## config.mk

```make
export PLATFORM = sky130hd
export DESIGN_NAME = alu_serial_nbit
export DESIGN_NICKNAME = d
export VERILOG_FILES = /design/src/rtl/alu_serial_nbit.sv
export SDC_FILE = /design/constraint.sdc
export NUM_CORES = 1
export LEC_CHECK = 0
export ABC_CLOCK_PERIOD_IN_PS = 2150
export BUFFER_PORTS_ARGS = -buffer_cell sky130_fd_sc_hd__buf_2
export CAP_MARGIN = 20
export CORE_ASPECT_RATIO = 0.8
export CORE_UTILIZATION = 57
export CTS_CLUSTER_SIZE = 10
export DETAILED_ROUTE_END_ITERATION = 8
export MAX_ROUTING_LAYER = met4
export PLACE_DENSITY = 0.84
export SLEW_MARGIN = 20
export SYNTH_ARGS = -nofsm -noshare
export SYNTH_HDL_FRONTEND = slang
export SYNTH_SLANG_ARGS = --single-unit
```

## constraint.sdc

```tcl
create_clock -name clk -period 2.15 [get_ports clk]
set_input_delay 0.215 -clock clk [delete_from_list [all_inputs] [get_ports clk]]
set_output_delay 0.215 -clock clk [all_outputs]
set_load 0.01 [all_outputs]
```

## src/rtl/alu_serial_nbit.sv

```systemverilog
// Bit-serial WIDTH-bit ALU: ADD/SUB/CMP/AND, one bit per clock, LSB first, start/done handshake.
// Optional macro ALU_SERIAL_SUB_EN enables true subtract for mode 01; otherwise mode 01 runs as ADD.
module alu_serial_nbit #(
  parameter int unsigned WIDTH = 4
) (
  input  logic             clk,
  input  logic             rst_n,
  input  logic             start,
  input  logic [WIDTH-1:0] a,
  input  logic [WIDTH-1:0] b,
  input  logic             cin,
  input  logic [1:0]       mode,
  output logic             busy,
  output logic             done,
  output logic [WIDTH-1:0] f,
  output logic             cout,
  output logic             n,
  output logic             eq,
  output logic             gt,
  output logic             lt
);

  localparam int unsigned CntW = (WIDTH > 1) ? $clog2(WIDTH) : 1;
  localparam logic [CntW-1:0] LastCnt = CntW'(WIDTH - 1);

  typedef enum logic [1:0] {StIdle, StRun, StDone} state_e;

  state_e           state_q, state_d;
  logic [WIDTH-1:0] a_q, a_d, b_q, b_d, f_q, f_d;
  logic [1:0]       mode_q, mode_d;
  logic [CntW-1:0]  cnt_q, cnt_d;
  logic             c_q, c_d, cgt_q, cgt_d, clt_q, clt_d;
  logic             cout_q, cout_d, n_q, n_d, eq_q, eq_d, gt_q, gt_d, lt_q, lt_d;

  logic ai, bi, bx, sum, carry, res, cgt_nx, clt_nx;

  always_comb begin
    ai = a_q[0];
    bi = b_q[0];
`ifdef ALU_SERIAL_SUB_EN
    bx = (mode_q == 2'b01) ? ~bi : bi;
`else
    bx = bi;
`endif
    sum   = ai ^ bx ^ c_q;
    carry = (ai & bx) | (ai & c_q) | (bx & c_q);

    case (mode_q)
      2'b10:   res = 1'b0;
      2'b11:   res = ai & bi;
      default: res = sum;
    endcase

    // LSB first: a later (more significant) differing bit overrides earlier ones
    cgt_nx = cgt_q;
    clt_nx = clt_q;
    if (ai & ~bi) begin
      cgt_nx = 1'b1;
      clt_nx = 1'b0;
    end else if (~ai & bi) begin
      cgt_nx = 1'b0;
      clt_nx = 1'b1;
    end
  end

  always_comb begin
    state_d = state_q;
    a_d     = a_q;
    b_d     = b_q;
    mode_d  = mode_q;
    cnt_d   = cnt_q;
    c_d     = c_q;
    cgt_d   = cgt_q;
    clt_d   = clt_q;
    f_d     = f_q;
    cout_d  = cout_q;
    n_d     = n_q;
    eq_d    = eq_q;
    gt_d    = gt_q;
    lt_d    = lt_q;

    case (state_q)
      StIdle, StDone: begin
        if (start) begin
          a_d    = a;
          b_d    = b;
          mode_d = mode;
          cnt_d  = '0;
`ifdef ALU_SERIAL_SUB_EN
          c_d    = (mode == 2'b01) ? 1'b1 : cin;
`else
          c_d    = cin;
`endif
          cgt_d  = 1'b0;
          clt_d  = 1'b0;
          cout_d = 1'b0;
          n_d    = 1'b0;
          eq_d   = 1'b0;
          gt_d   = 1'b0;
          lt_d   = 1'b0;
          state_d = StRun;
        end else begin
          state_d = StIdle;
        end
      end
      StRun: begin
        a_d   = a_q >> 1;
        b_d   = b_q >> 1;
        f_d   = {res, f_q[WIDTH-1:1]};
        c_d   = carry;
        cgt_d = cgt_nx;
        clt_d = clt_nx;
        cnt_d = cnt_q + CntW'(1);
        if (cnt_q == LastCnt) begin
          state_d = StDone;
          cnt_d   = '0;
          case (mode_q)
            2'b10: begin
              eq_d = ~cgt_nx & ~clt_nx;
              gt_d = cgt_nx;
              lt_d = clt_nx;
            end
            2'b11: ;
            default: begin
              cout_d = carry;
              n_d    = res;
            end
          endcase
        end
      end
      default: state_d = StIdle;
    endcase
  end

  always_ff @(posedge clk or negedge rst_n) begin
    if (!rst_n) begin
      state_q <= StIdle;
      a_q     <= '0;
      b_q     <= '0;
      mode_q  <= '0;
      cnt_q   <= '0;
      c_q     <= 1'b0;
      cgt_q   <= 1'b0;
      clt_q   <= 1'b0;
      f_q     <= '0;
      cout_q  <= 1'b0;
      n_q     <= 1'b0;
      eq_q    <= 1'b0;
      gt_q    <= 1'b0;
      lt_q    <= 1'b0;
    end else begin
      state_q <= state_d;
      a_q     <= a_d;
      b_q     <= b_d;
      mode_q  <= mode_d;
      cnt_q   <= cnt_d;
      c_q     <= c_d;
      cgt_q   <= cgt_d;
      clt_q   <= clt_d;
      f_q     <= f_d;
      cout_q  <= cout_d;
      n_q     <= n_d;
      eq_q    <= eq_d;
      gt_q    <= gt_d;
      lt_q    <= lt_d;
    end
  end

  assign busy = (state_q == StRun);
  assign done = (state_q == StDone);
  assign f    = f_q;
  assign cout = cout_q;
  assign n    = n_q;
  assign eq   = eq_q;
  assign gt   = gt_q;
  assign lt   = lt_q;

endmodule

```

==> impl_table.tex, run 1 <==
\begin{tabular}{lr}
\hline
Metric & Value \\
\hline
\multicolumn{2}{l}{\textbf{Outcome}} \\
Outcome & finished, final reports clean \\
\multicolumn{2}{l}{\textbf{Yosys}} \\
Fraction of synthesized cell area taken by the top area cell type & 53.6\% \\
Number of synthesized register bits & 26 \\
Synthesized netlist net count & 144 \\
Async set-reset flop share out of synthesis & 100\% \\
Count of different cell masters after synthesis & 23 \\
Sequential cell area fraction in the yosys report & 53.6\% \\
Cells after synthesis & 125 \\
Leading post-synthesis cells by cell area & dfrtp\_1 54\%, nand2\_1 12\%, a31oi\_1 4.1\% \\
Ys flop type & dfrtp\_1 \\
Average cell area after synthesis & $\sim$9.7 µm² \\
Total number of yosys warnings & 0 \\
Netlist Area Pre-Place & about 1200 µm² \\
Count of flip-flops with a built-in enable after synthesis & 0 \\
Area leader, netlist & dfrtp\_1 \\
\multicolumn{2}{l}{\textbf{Power and ir drop}} \\
PnR Total Power & $\sim$2.0 mW \\
P per Cell Area & about 1400 nW/µm² \\
Peak supply drop & 860 µV \\
Cell leakage power & $\sim$0.70 nW \\
\multicolumn{2}{l}{\textbf{Finish}} \\
Count of antenna diodes in the layout & 0 \\
\# nets final & roughly 170 \\
Layout area overhead & 12.5\% \\
Leading cell type in the layout, fill and taps excluded & nand2\_1 \\
Footprint of the flip-flops and latches & $\sim$650 µm² \\
Fraction of layout cells with a size suffix above 1 & about a fifth \\
Fin cells & around 170 \\
Area used by multi-input combinational logic & between 500 and 600 µm² \\
Top library cells by usage in the layout, fill and taps aside & 38 x nand2\_1, 26 x dfrtp\_1, 24 x buf\_2 \\
Fillers & 160 \\
\multicolumn{2}{l}{\textbf{GRT}} \\
Vias in the first global route & 857 \\
Global-route wire length before repair & roughly 3800 µm \\
Number of antenna violations at the first check in global routing & 0 \\
Maximum number of pins on one net before global-route repair & 27 \\
Overflow left after global routing & 0 \\
All-Layer GR Usage & 24.6\% \\
\multicolumn{2}{l}{\textbf{Placed design}} \\
Post-detail-place hpwl & between 1500 and 2000 µm \\
I/O Buffers & 24 \\
Routability-driven placement congestion ratio & slightly below 0.8 \\
Cell total after placement & roughly 170 \\
\multicolumn{2}{l}{\textbf{Hold path}} \\
Number of instances on the worst hold path & 3 \\
Path class of the lowest-slack min-delay path & in2reg \\
\multicolumn{2}{l}{\textbf{Drt}} \\
Violation count after the first detailed-routing iteration & 18 \\
Avg Vias per Cell & 5.44 \\
DR pass1 iterations & 4 \\
DRT antenna net count & 0 \\
Mean routed wirelength per cell & around 14 µm \\
Routed Wire Length & $\sim$2300 µm \\
Residual DRC count & 0 \\
Via count & between 900 and 1000 \\
\multicolumn{2}{l}{\textbf{Clocking}} \\
Post\_cts resized & 0 \\
Number of clock sinks seen by CTS & 26 \\
CTS H-tree depth & 1 \\
Clock tree from TritonCTS & done \\
Post-CTS repair timing setup buffer count & 0 \\
Num CTS Buffers & 3 \\
Root buffer selected by CTS & clkbuf\_4 \\
Buffer levels on the longest clock path & 2 \\
Clock network latency to the later pin of the worst-skew pair & approximately 320 ps \\
Post-CTS clock slew at the launch and capture registers of the worst setup and hold paths & roughly 140 ps \\
\multicolumn{2}{l}{\textbf{STA}} \\
Slew Limit Fails & 0 \\
Worst Hold Margin & about 76 ps \\
Worst-case headroom to the max-slew limit & a little over 60\% \\
Slew at the pin closest to its max-slew limit & 590 ps \\
Final hold violation count & 0 \\
Final-report setup violation count & 0 \\
Setup repair after global routing missed its margin & false \\
Final period util & 68.1\% \\
Fmax & about 680 MHz \\
Max Clock Skew & about 7.5 ps \\
Accumulated negative setup slack & 0 ps \\
Fin crit period & between 1000 and 1500 ps \\
\multicolumn{2}{l}{\textbf{Critical path}} \\
Crit path capture type & register \\
Worst path arrival time & between 1500 and 2000 ps \\
Largest fanout of any net on the critical path & 5 \\
Crit Path Category & reg2reg \\
FF-to-FF path depth & 5 \\
Critical path data required time & about 2400 ps \\
Critical Path Source Type & register \\
\multicolumn{2}{l}{\textbf{Floorplanning}} \\
Area of the core & 1940 µm² \\
Die Width & about 54 µm \\
Rows & 14 \\
Starting density of the core & between 60\% and 70\% \\
Vertical die dimension & 43.3 µm \\
I/O pin count & 25 \\
Floorplan die area & 2320 µm² \\
\multicolumn{2}{l}{\textbf{Flow run}} \\
Maximum Capacitance Violations & 0 \\
\hline
\end{tabular}
-- metrics by stage --
step / utilization [%] / setup WS (ps) / area [µm²]
6_report: 70.2 / 687 / 1370
4_1_cts: 70.2 / 680 / 1370
3_5_place_dp: 68.5 / 698 / 1330
2_1_floorplan: - / 801 / 1210
5_1_grt: 70.2 / 478 / 1370
3_3_place_gp: 68.5 / 773 / 1330
-- registers in the layout, indices dropped and copies added (netlist names) --
register  flops
a_q           4
clt_q         1
cnt_q         2
eq            1
cgt_q         1
cout          1
gt            1
mode_q        2
c_q           1
b_q           4
n             1
state_q       2
lt            1
f             4
-- worst paths after layout --
check / startpoint / end / slack, ps
max: b_q[0]$_DFFE_PN0P_ / lt$_DFFE_PN0P_ / 690
min in group asynchronous: rst_n / lt$_DFFE_PN0P_ / 400
min reg2reg: f[0]$_DFFE_PN0N_ / f[0]$_DFFE_PN0N_ / 500
max reg2reg: b_q[0]$_DFFE_PN0P_ / lt$_DFFE_PN0P_ / 690
max in group asynchronous: rst_n / b_q[0]$_DFFE_PN0P_ / 1370
min: mode[1] / mode_q[1]$_DFFE_PN0P_ / 80
-- final cells by class --
cell class | instances | area share (%)
Sequential cell | 26 | 47.7
Multi-Input combinational cell | 89 | 36.8
Clock buffer | 3 | 1.65
Timing Repair Buffer | 27 | 10.6
Tap cell | 24 | 2.20
Inverter | 3 | 1.01
-- routing by layer --
metal,vias up,share of wire [%],wire (µm),track usage [%]
li1,463,-,-,-
met1,453,44,1030,29.9
met2,18,51,1200,40.3
met3,2,4.0,94,7.53
met4,0,0.56,13,4.74
met5,-,0,0,-
-- critical path, cell delays in order, from the launching register on --
cell and delay [ps]:
dfrtp_1 450, inv_1 70, ha_1 220, nor3b_1 350
o21ai_0 160, mux2i_1 160
-- cell usage after synthesis (2+ instances only) --
cell / number
nand2_1: 38
dfrtp_1: 26
nor2_1: 9
a31oi_1: 8
o21ai_0: 6
a22o_1: 4
buf_2: 4
ha_1: 4
mux2i_1: 4
nor2b_1: 4
a21oi_1: 2
buf_6: 2
inv_1: 2
nand2b_1: 2
nor3_1: 2
-- logic make-up (layout without fill, tap and decap cells) --
| group | count (synthesis) | after routing | synth area share (%) |
|---|---|---|---|
| flops | 26 | 26 | 53.6 |
| mux | 4 | 4 | 3.30 |
| buf+inv | 10 | 33 | 4.95 |
| fa+ha+maj | 5 | 5 | 5.77 |
| simple gates | 59 | 59 | 21.4 |
| compound gates | 21 | 21 | 10.9 |
-- power by group --
part,switching [mW],internal (mW),leakage (nW)
sequential,0.156,0.694,0.328
combinational,0.519,0.379,0.362
clock,0.139,0.0657,0.0138
-- what timing repair did --
item / CTS / global route
endpoints found under the hold margin: 26 / 0
setup endpoints to repair: 0 / 0
hold buffers: 1 / 0
Power figures use the tool's default switching activity.
==> run 2, diff against run 1 <==
ABC_CLOCK_PERIOD_IN_PS = 1500   (was 2150)
CORE_UTILIZATION = 53   (was 57)
PLACE_DENSITY = 0.79   (was 0.84)
clock period = 1.5 ns   (was 2.15 ns; I/O delays follow)
==> run 2 against run 1 <==
Net effect:
- global-route usage down 3.4 points
- count of clock-buffer cells in the layout unchanged
- via count up 3.4%
- critical endpoint is now busy
- cell area up 2.9%
- sequential share of layout area down 1.1 points
==> impl_table.tex, run 2 (synthesized netlist as in run 1, its figures left out) <==
\begin{tabular}{lr}
\hline
Metric & Value \\
\hline
\multicolumn{2}{l}{\textbf{Power and ir drop}} \\
Net switching power & 1.16 mW (+42\%) \\
Cell leakage power & 0.723 nW (+2.7\%) \\
P per Cell Area & 2030 nW/µm² (+42\%) \\
Part of the power in combinational logic & 46.8\% (+0.8 points) \\
Relative contribution of the clock network to total power & 10.0\% (-0.5 points) \\
Internal power contribution & 1.69 mW (+48\%) \\
Sequential Power Share & 43.2\% (-0.3 points) \\
Share of total power consumed by net switching & 40.6\% (-1.1 points) \\
Peak supply drop & 1180 µV (+37\%) \\
PnR Total Power & 2.85 mW (+46\%) \\
\multicolumn{2}{l}{\textbf{Finish}} \\
Count of antenna diodes in the layout & 0 (unchanged) \\
Fraction of layout cells with a size suffix above 1 & 25.7\% (+4.7 points) \\
Top library cells by usage in the layout, fill and taps aside & 38 x nand2\_1, 24 x buf\_2, 23 x dfrtp\_1 \\
Fillers & 175 (+9.4\%) \\
Leading cell type in the layout, fill and taps excluded & nand2\_1 \\
\# nets final & 173 (+2.4\%) \\
Final standard cell utilization of the core & 65.1\% (-5.1 points) \\
Fin cells & 177 (+2.9\%) \\
Layout area overhead & 15.8\% \\
\multicolumn{2}{l}{\textbf{Floorplanning}} \\
Vertical die dimension & 44.8 µm (+3.5\%) \\
Rows & 15 (+1) \\
Starting density of the core & 56.2\% (-6.2 points) \\
Area of the core & 2160 µm² (+11\%) \\
Die Width & 55.5 µm (+3.6\%) \\
I/O pin count & 25 (unchanged) \\
Floorplan die area & 2490 µm² (+7.2\%) \\
\multicolumn{2}{l}{\textbf{Drt}} \\
Avg Vias per Cell & 5.47 (+0.50\%) \\
Mean routed wirelength per cell & 13.0 µm (-4.6\%) \\
DRT antenna net count & 0 (unchanged) \\
Routed Wire Length & 2290 µm (-1.8\%) \\
Residual DRC count & 0 (unchanged) \\
DR pass1 iterations & 4 (unchanged) \\
Violation count after the first detailed-routing iteration & 17 (-1) \\
Via count & 968 (+3.4\%) \\
\multicolumn{2}{l}{\textbf{GRT}} \\
Overflow left after global routing & 0 (unchanged) \\
Vias in the first global route & 877 (+2.3\%) \\
Maximum number of pins on one net before global-route repair & 27 (unchanged) \\
Number of antenna violations at the first check in global routing & 0 (unchanged) \\
All-Layer GR Usage & 21.2\% (-3.4 points) \\
Global-route wire length before repair & 3870 µm (+1.6\%) \\
\multicolumn{2}{l}{\textbf{Critical path}} \\
Series of cell instances along the critical path & nand2b\_1 > inv\_4 > buf\_4 > buf\_2 \\
Buffers plus inverters on the worst setup path & 3 (+2) \\
Largest fanout of any net on the critical path & 8 (+3) \\
Largest delay contributor family on the critical path & flip-flops \\
Critical Path Max Stage Delay & 400 ps (-50 ps) \\
Worst path arrival time & 1260 ps (-460 ps) \\
Crit Path Category & reg2out \\
Worst-path cell with the longest stage delay & dfrtp\_1 \\
Critical Path Source Type & register \\
Critical path data required time & 1350 ps (-1060 ps) \\
Crit path capture type & output port \\
\multicolumn{2}{l}{\textbf{Clocking}} \\
Num CTS Buffers & 3 (unchanged) \\
Number of clock sinks seen by CTS & 26 (unchanged) \\
Buffer levels on the longest clock path & 2 (unchanged) \\
Post-CTS clock slew at the launch and capture registers of the worst setup and hold paths & 130 ps (about the same) \\
CTS H-tree depth & 1 (unchanged) \\
Clock tree from TritonCTS & done \\
Clock network latency to the later pin of the worst-skew pair & 310 ps (about the same) \\
Root buffer selected by CTS & clkbuf\_4 \\
\multicolumn{2}{l}{\textbf{STA}} \\
Final period util & 94.2\% \\
Fmax & approximately 710 MHz \\
Setup repair after global routing missed its margin & true \\
Final-report setup violation count & 0 (unchanged) \\
Slew Limit Fails & 0 (unchanged) \\
Final hold violation count & 0 (unchanged) \\
Slew at the pin closest to its max-slew limit & 571 ps (-19.5 ps) \\
Max Clock Skew & 3.17 ps (-4.37 ps) \\
Accumulated negative setup slack & 0 ps (unchanged) \\
Worst-case headroom to the max-slew limit & 61.9\% (+1.3 points) \\
Fin crit period & 1410 ps \\
\multicolumn{2}{l}{\textbf{Placed design}} \\
I/O Buffers & 24 (unchanged) \\
Cell total after placement & 172 (+2.4\%) \\
Routability-driven placement congestion ratio & 0.842 (+6.6\%) \\
Post-detail-place hpwl & 1670 µm (-1.1\%) \\
\multicolumn{2}{l}{\textbf{Outcome}} \\
Outcome & finished, final reports clean \\
\multicolumn{2}{l}{\textbf{Hold path}} \\
Path class of the lowest-slack min-delay path & in2reg \\
\multicolumn{2}{l}{\textbf{Flow run}} \\
Maximum Capacitance Violations & 0 (unchanged) \\
\hline
\end{tabular}
[run 2: cell types whose count changed in the layout (fill, tap and decap cells not counted), sizes merged]
cell / delta
buf: +4
[run 2: final cells by class]
type	instances	area, µm²	area share (%)
Timing Repair Buffer	31	175	12.5
Multi-Input combinational cell	89	508	36.2
Tap cell	25	31.3	2.23
Sequential cell	26	654	46.6
Inverter	3	13.8	0.980
Clock buffer	3	22.5	1.60
[run 2: path summary, 6_finish.rpt]
kind,to,startpoint,slack (ps),cells after the start
max,busy,state_q[1]$_DFFE_PN0P_,90,4
max in group asynchronous,a_q[0]$_DFFE_PN0P_,rst_n,740,2
min reg2reg,f[0]$_DFFE_PN0N_,f[0]$_DFFE_PN0N_,490,2
min in group asynchronous,clt_q$_DFFE_PN0P_,rst_n,340,2
min,mode_q[0]$_DFFE_PN0P_,mode[0],20,3
max reg2reg,f[3]$_DFFE_PN0N_,b_q[0]$_DFFE_PN0P_,90,4
[run 2: stage by stage]
stage	setup WS, ps	cell area [µm²]	hold slack [ps]
2_1_floorplan	151	1210	-146
3_3_place_gp	116	1360	176
3_5_place_dp	-2.87	1360	181
4_1_cts	20.2	1390	8.17
5_1_grt	-8.12	1410	10.6
6_report	86.5	1410	16.1
[run 2: metal layers]
layer | wire length, µm | up-vias | part of all wire [%] | GRT usage, %
li1 | - | 470 | - | -
met1 | 1050 | 470 | 46 | 25.7
met2 | 1130 | 26 | 49 | 35.9
met3 | 101 | 2 | 4.4 | 6.30
met4 | 14 | 0 | 0.61 | 4.50
met5 | 0 | - | 0 | -
[run 2: tightest hold or removal path: cells and delay by family]
| family | cells | cell delay [ps] |
|---|---|---|
| buffers and inverters | 1 | 70 |
| AND/OR/NAND/NOR | 2 | 80 |
[run 2: power groups by stage]
stage	clock, mW	sequential [mW]	combinational [mW]
after global placement	0	1.22	1.25
after global routing	0.329	1.27	1.50
final	0.285	1.23	1.33
after CTS	0.297	1.22	1.33
after floorplan	0	1.22	0.943
after detailed placement	0	1.24	1.31
[run 2: timing repair]
action	4_1_cts	5_1_grt
hold endpoints to repair	26	0
resized for setup	1	4
buffers inserted	0	1
hold buffers	1	0
pin swaps	0	1
setup endpoints to repair	1	2
==> run 3, diff against run 2 <==
PLACE_DENSITY = 0.76   (was 0.79)
==> run 3 against run 2 <==
Net effect:
- largest cell class unchanged
- non-clock buffer count is 3 lower
- flip-flop and latch count stayed put
- utilization is 1.1 points lower
==> impl_table.tex, run 3 (synthesized netlist as in run 1, its figures left out) <==
\begin{tabular}{lr}
\hline
Metric & Value \\
\hline
\multicolumn{2}{l}{\textbf{Outcome}} \\
Outcome & finished, final reports clean \\
\multicolumn{2}{l}{\textbf{STA}} \\
Slew Limit Fails & 0 (unchanged) \\
Fin crit period & 1380 ps (-30.3 ps) \\
Worst-case headroom to the max-slew limit & 61.1\% (-0.82 points) \\
Setup ws final & 117 ps (+30.3 ps) \\
Slew at the pin closest to its max-slew limit & 583 ps (+12.3 ps) \\
Max Clock Skew & 1.51 ps (-1.66 ps) \\
Worst Hold Margin & 12.0 ps (-4.11 ps) \\
Final-report setup violation count & 0 (unchanged) \\
Final period util & 92.2\% (-2.0 points) \\
Fmax & 723 MHz (+2.2\%) \\
Final hold violation count & 0 (unchanged) \\
\multicolumn{2}{l}{\textbf{Clocking}} \\
Post-CTS clock slew at the launch and capture registers of the worst setup and hold paths & 130 ps (about the same) \\
Root buffer selected by CTS & clkbuf\_4 \\
Clock network latency to the later pin of the worst-skew pair & 310 ps (about the same) \\
CTS H-tree depth & 1 (unchanged) \\
Clock tree from TritonCTS & done \\
Post-CTS repair timing setup buffer count & 0 (unchanged) \\
Buffer levels on the longest clock path & 2 (unchanged) \\
Num CTS Buffers & 3 (unchanged) \\
Number of clock sinks seen by CTS & 26 (unchanged) \\
\multicolumn{2}{l}{\textbf{Critical path}} \\
Critical Path Max Stage Delay & 470 ps (+70 ps) \\
FF-to-FF path depth & 4 (unchanged) \\
Critical path data required time & 1710 ps (+360 ps) \\
Crit Path Category & reg2reg \\
Largest fanout of any net on the critical path & 5 (-3) \\
Worst setup slack for register-to-register paths & 120 ps (+30 ps) \\
Worst-path cell with the longest stage delay & fa\_1 \\
Series of cell instances along the critical path & fa\_1 > nor2b\_1 > a31oi\_1 > o21ai\_0 \\
Buffers plus inverters on the worst setup path & 0 (-3) \\
Critical Path Source Type & register \\
Worst path arrival time & 1590 ps (+330 ps) \\
Crit path capture type & register \\
Largest delay contributor family on the critical path & adder cells \\
Worst r2r src & b\_q[0]\$\_DFFE\_PN0P\_ \\
Worst r2r dst & f[3]\$\_DFFE\_PN0N\_ \\
\multicolumn{2}{l}{\textbf{Floorplanning}} \\
Die Width & 55.5 µm (unchanged) \\
Starting density of the core & 56.2\% (unchanged) \\
Rows & 15 (unchanged) \\
Vertical die dimension & 44.8 µm (unchanged) \\
Area of the core & 2160 µm² (unchanged) \\
I/O pin count & 25 (unchanged) \\
Floorplan die area & 2490 µm² (unchanged) \\
\multicolumn{2}{l}{\textbf{GRT}} \\
Vias in the first global route & 827 (-5.7\%) \\
Global-route wire length before repair & 3740 µm (-3.4\%) \\
Overflow left after global routing & 0 (unchanged) \\
Number of antenna violations at the first check in global routing & 0 (unchanged) \\
Maximum number of pins on one net before global-route repair & 27 (unchanged) \\
All-Layer GR Usage & 20.1\% (-1.0 points) \\
\multicolumn{2}{l}{\textbf{Finish}} \\
Final std cell area, no fill & 1380 µm² (-1.7\%) \\
Fin cells & 174 (-1.7\%) \\
Top library cells by usage in the layout, fill and taps aside & 38 x nand2\_1, 24 x dfrtp\_1, 24 x buf\_2 \\
Count of antenna diodes in the layout & 0 (unchanged) \\
Fillers & 176 (+0.57\%) \\
Leading cell type in the layout, fill and taps excluded & nand2\_1 \\
\# nets final & 170 (-1.7\%) \\
Fraction of layout cells with a size suffix above 1 & 23.5\% (-2.2 points) \\
Layout area overhead & 13.8\% \\
\multicolumn{2}{l}{\textbf{Power and ir drop}} \\
Net switching power & 1.13 mW (-1.9\%) \\
Share of total power consumed by net switching & 40.7\% (+0.058 points) \\
Peak supply drop & 1220 µV (+3.1\%) \\
Sequential Power Share & 43.9\% (+0.7 points) \\
Relative contribution of the clock network to total power & 10.4\% (+0.4 points) \\
Part of the power in combinational logic & 45.8\% (-1.0 points) \\
PnR Total Power & 2.79 mW (-2.0\%) \\
Cell leakage power & 0.710 nW (-1.8\%) \\
Internal power contribution & 1.66 mW (-2.1\%) \\
P per Cell Area & 2020 nW/µm² (-0.31\%) \\
\multicolumn{2}{l}{\textbf{Hold path}} \\
Number of instances on the worst hold path & 3 (unchanged) \\
HP Start & mode[0] \\
Path class of the lowest-slack min-delay path & in2reg \\
Hold Path End & mode\_q[0]\$\_DFFE\_PN0P\_ \\
\multicolumn{2}{l}{\textbf{Placed design}} \\
Cell total after placement & 170 (-1.2\%) \\
Post-placement worst setup slack & 10.1 ps (+13.0 ps) \\
I/O Buffers & 24 (unchanged) \\
Routability-driven placement congestion ratio & 0.836 (-0.70\%) \\
Placed inst area & 1340 µm² (-1.1\%) \\
Post-detail-place hpwl & 1580 µm (-5.3\%) \\
\multicolumn{2}{l}{\textbf{Drt}} \\
Residual DRC count & 0 (unchanged) \\
Mean routed wirelength per cell & 12.6 µm (-2.9\%) \\
Via count & 911 (-5.9\%) \\
Routed Wire Length & 2190 µm (-4.5\%) \\
DR pass1 iterations & 4 (unchanged) \\
Violation count after the first detailed-routing iteration & 17 (unchanged) \\
Avg Vias per Cell & 5.24 (-4.3\%) \\
DRT antenna net count & 0 (unchanged) \\
\multicolumn{2}{l}{\textbf{Flow run}} \\
Maximum Capacitance Violations & 0 (unchanged) \\
\hline
\end{tabular}
-- run 3: layer usage --
metal,global-route usage [%],vias up,routed length [µm]
met4,3.00,0,9
met3,6.30,2,89
li1,-,463,-
met2,30.8,17,998
met1,27.3,429,1090
met5,-,-,0
-- run 3: worst register-to-register path, stage by stage (launching register included) --
cell	delay [ps]
dfrtp_2	460
fa_1	470
nor2b_1	140
a31oi_1	120
o21ai_0	80
-- run 3: how the worst max path moves through the flow --
stage	depth (start not counted)	endpoint	from
global route	5	lt$_DFFE_PN0P_	b_q[0]$_DFFE_PN0P_
finish	4	f[3]$_DFFE_PN0N_	b_q[0]$_DFFE_PN0P_
floorplan	4	f[3]$_DFFE_PN0N_	a_q[0]$_DFFE_PN0P_
CTS	5	lt$_DFFE_PN0P_	b_q[0]$_DFFE_PN0P_
detailed placement	5	lt$_DFFE_PN0P_	b_q[0]$_DFFE_PN0P_
global placement	4	f[3]$_DFFE_PN0N_	a_q[0]$_DFFE_PN0P_
-- run 3: power groups by stage --
stage	Sequential (mW)	Combinational (mW)	Clock, mW
finish	1.22	1.28	0.289
global route	1.27	1.47	0.320
CTS	1.22	1.28	0.294
detailed placement	1.23	1.28	0
global placement	1.22	1.23	0
floorplan	1.22	0.943	0
-- run 3: stage by stage --
| step | setup TNS (ps) | utilization [%] |
|---|---|---|
| 2_1_floorplan | 0 | - |
| 3_3_place_gp | 0 | 62.1 |
| 3_5_place_dp | 0 | 62.1 |
| 4_1_cts | 0 | 63.7 |
| 5_1_grt | -1.52 | 64.0 |
| 6_report | 0 | 64.0 |
-- run 3: timing repair --
item / CTS / global route
hold endpoints to repair: 26 / 0
setup endpoints to repair: 0 / 4
hold buffers: 1 / 0
resized for setup: 0 / 3
-- run 3: final cells by class --
cell class	instances	area [µm²]	share of cell area, %
flip-flops and latches	26	653	47.3
well taps	25	31.3	2.26
clock buffers	3	22.5	1.63
inverters	3	13.8	0.996
multi-input cells	89	508	36.8
repair buffers	28	153	11.1
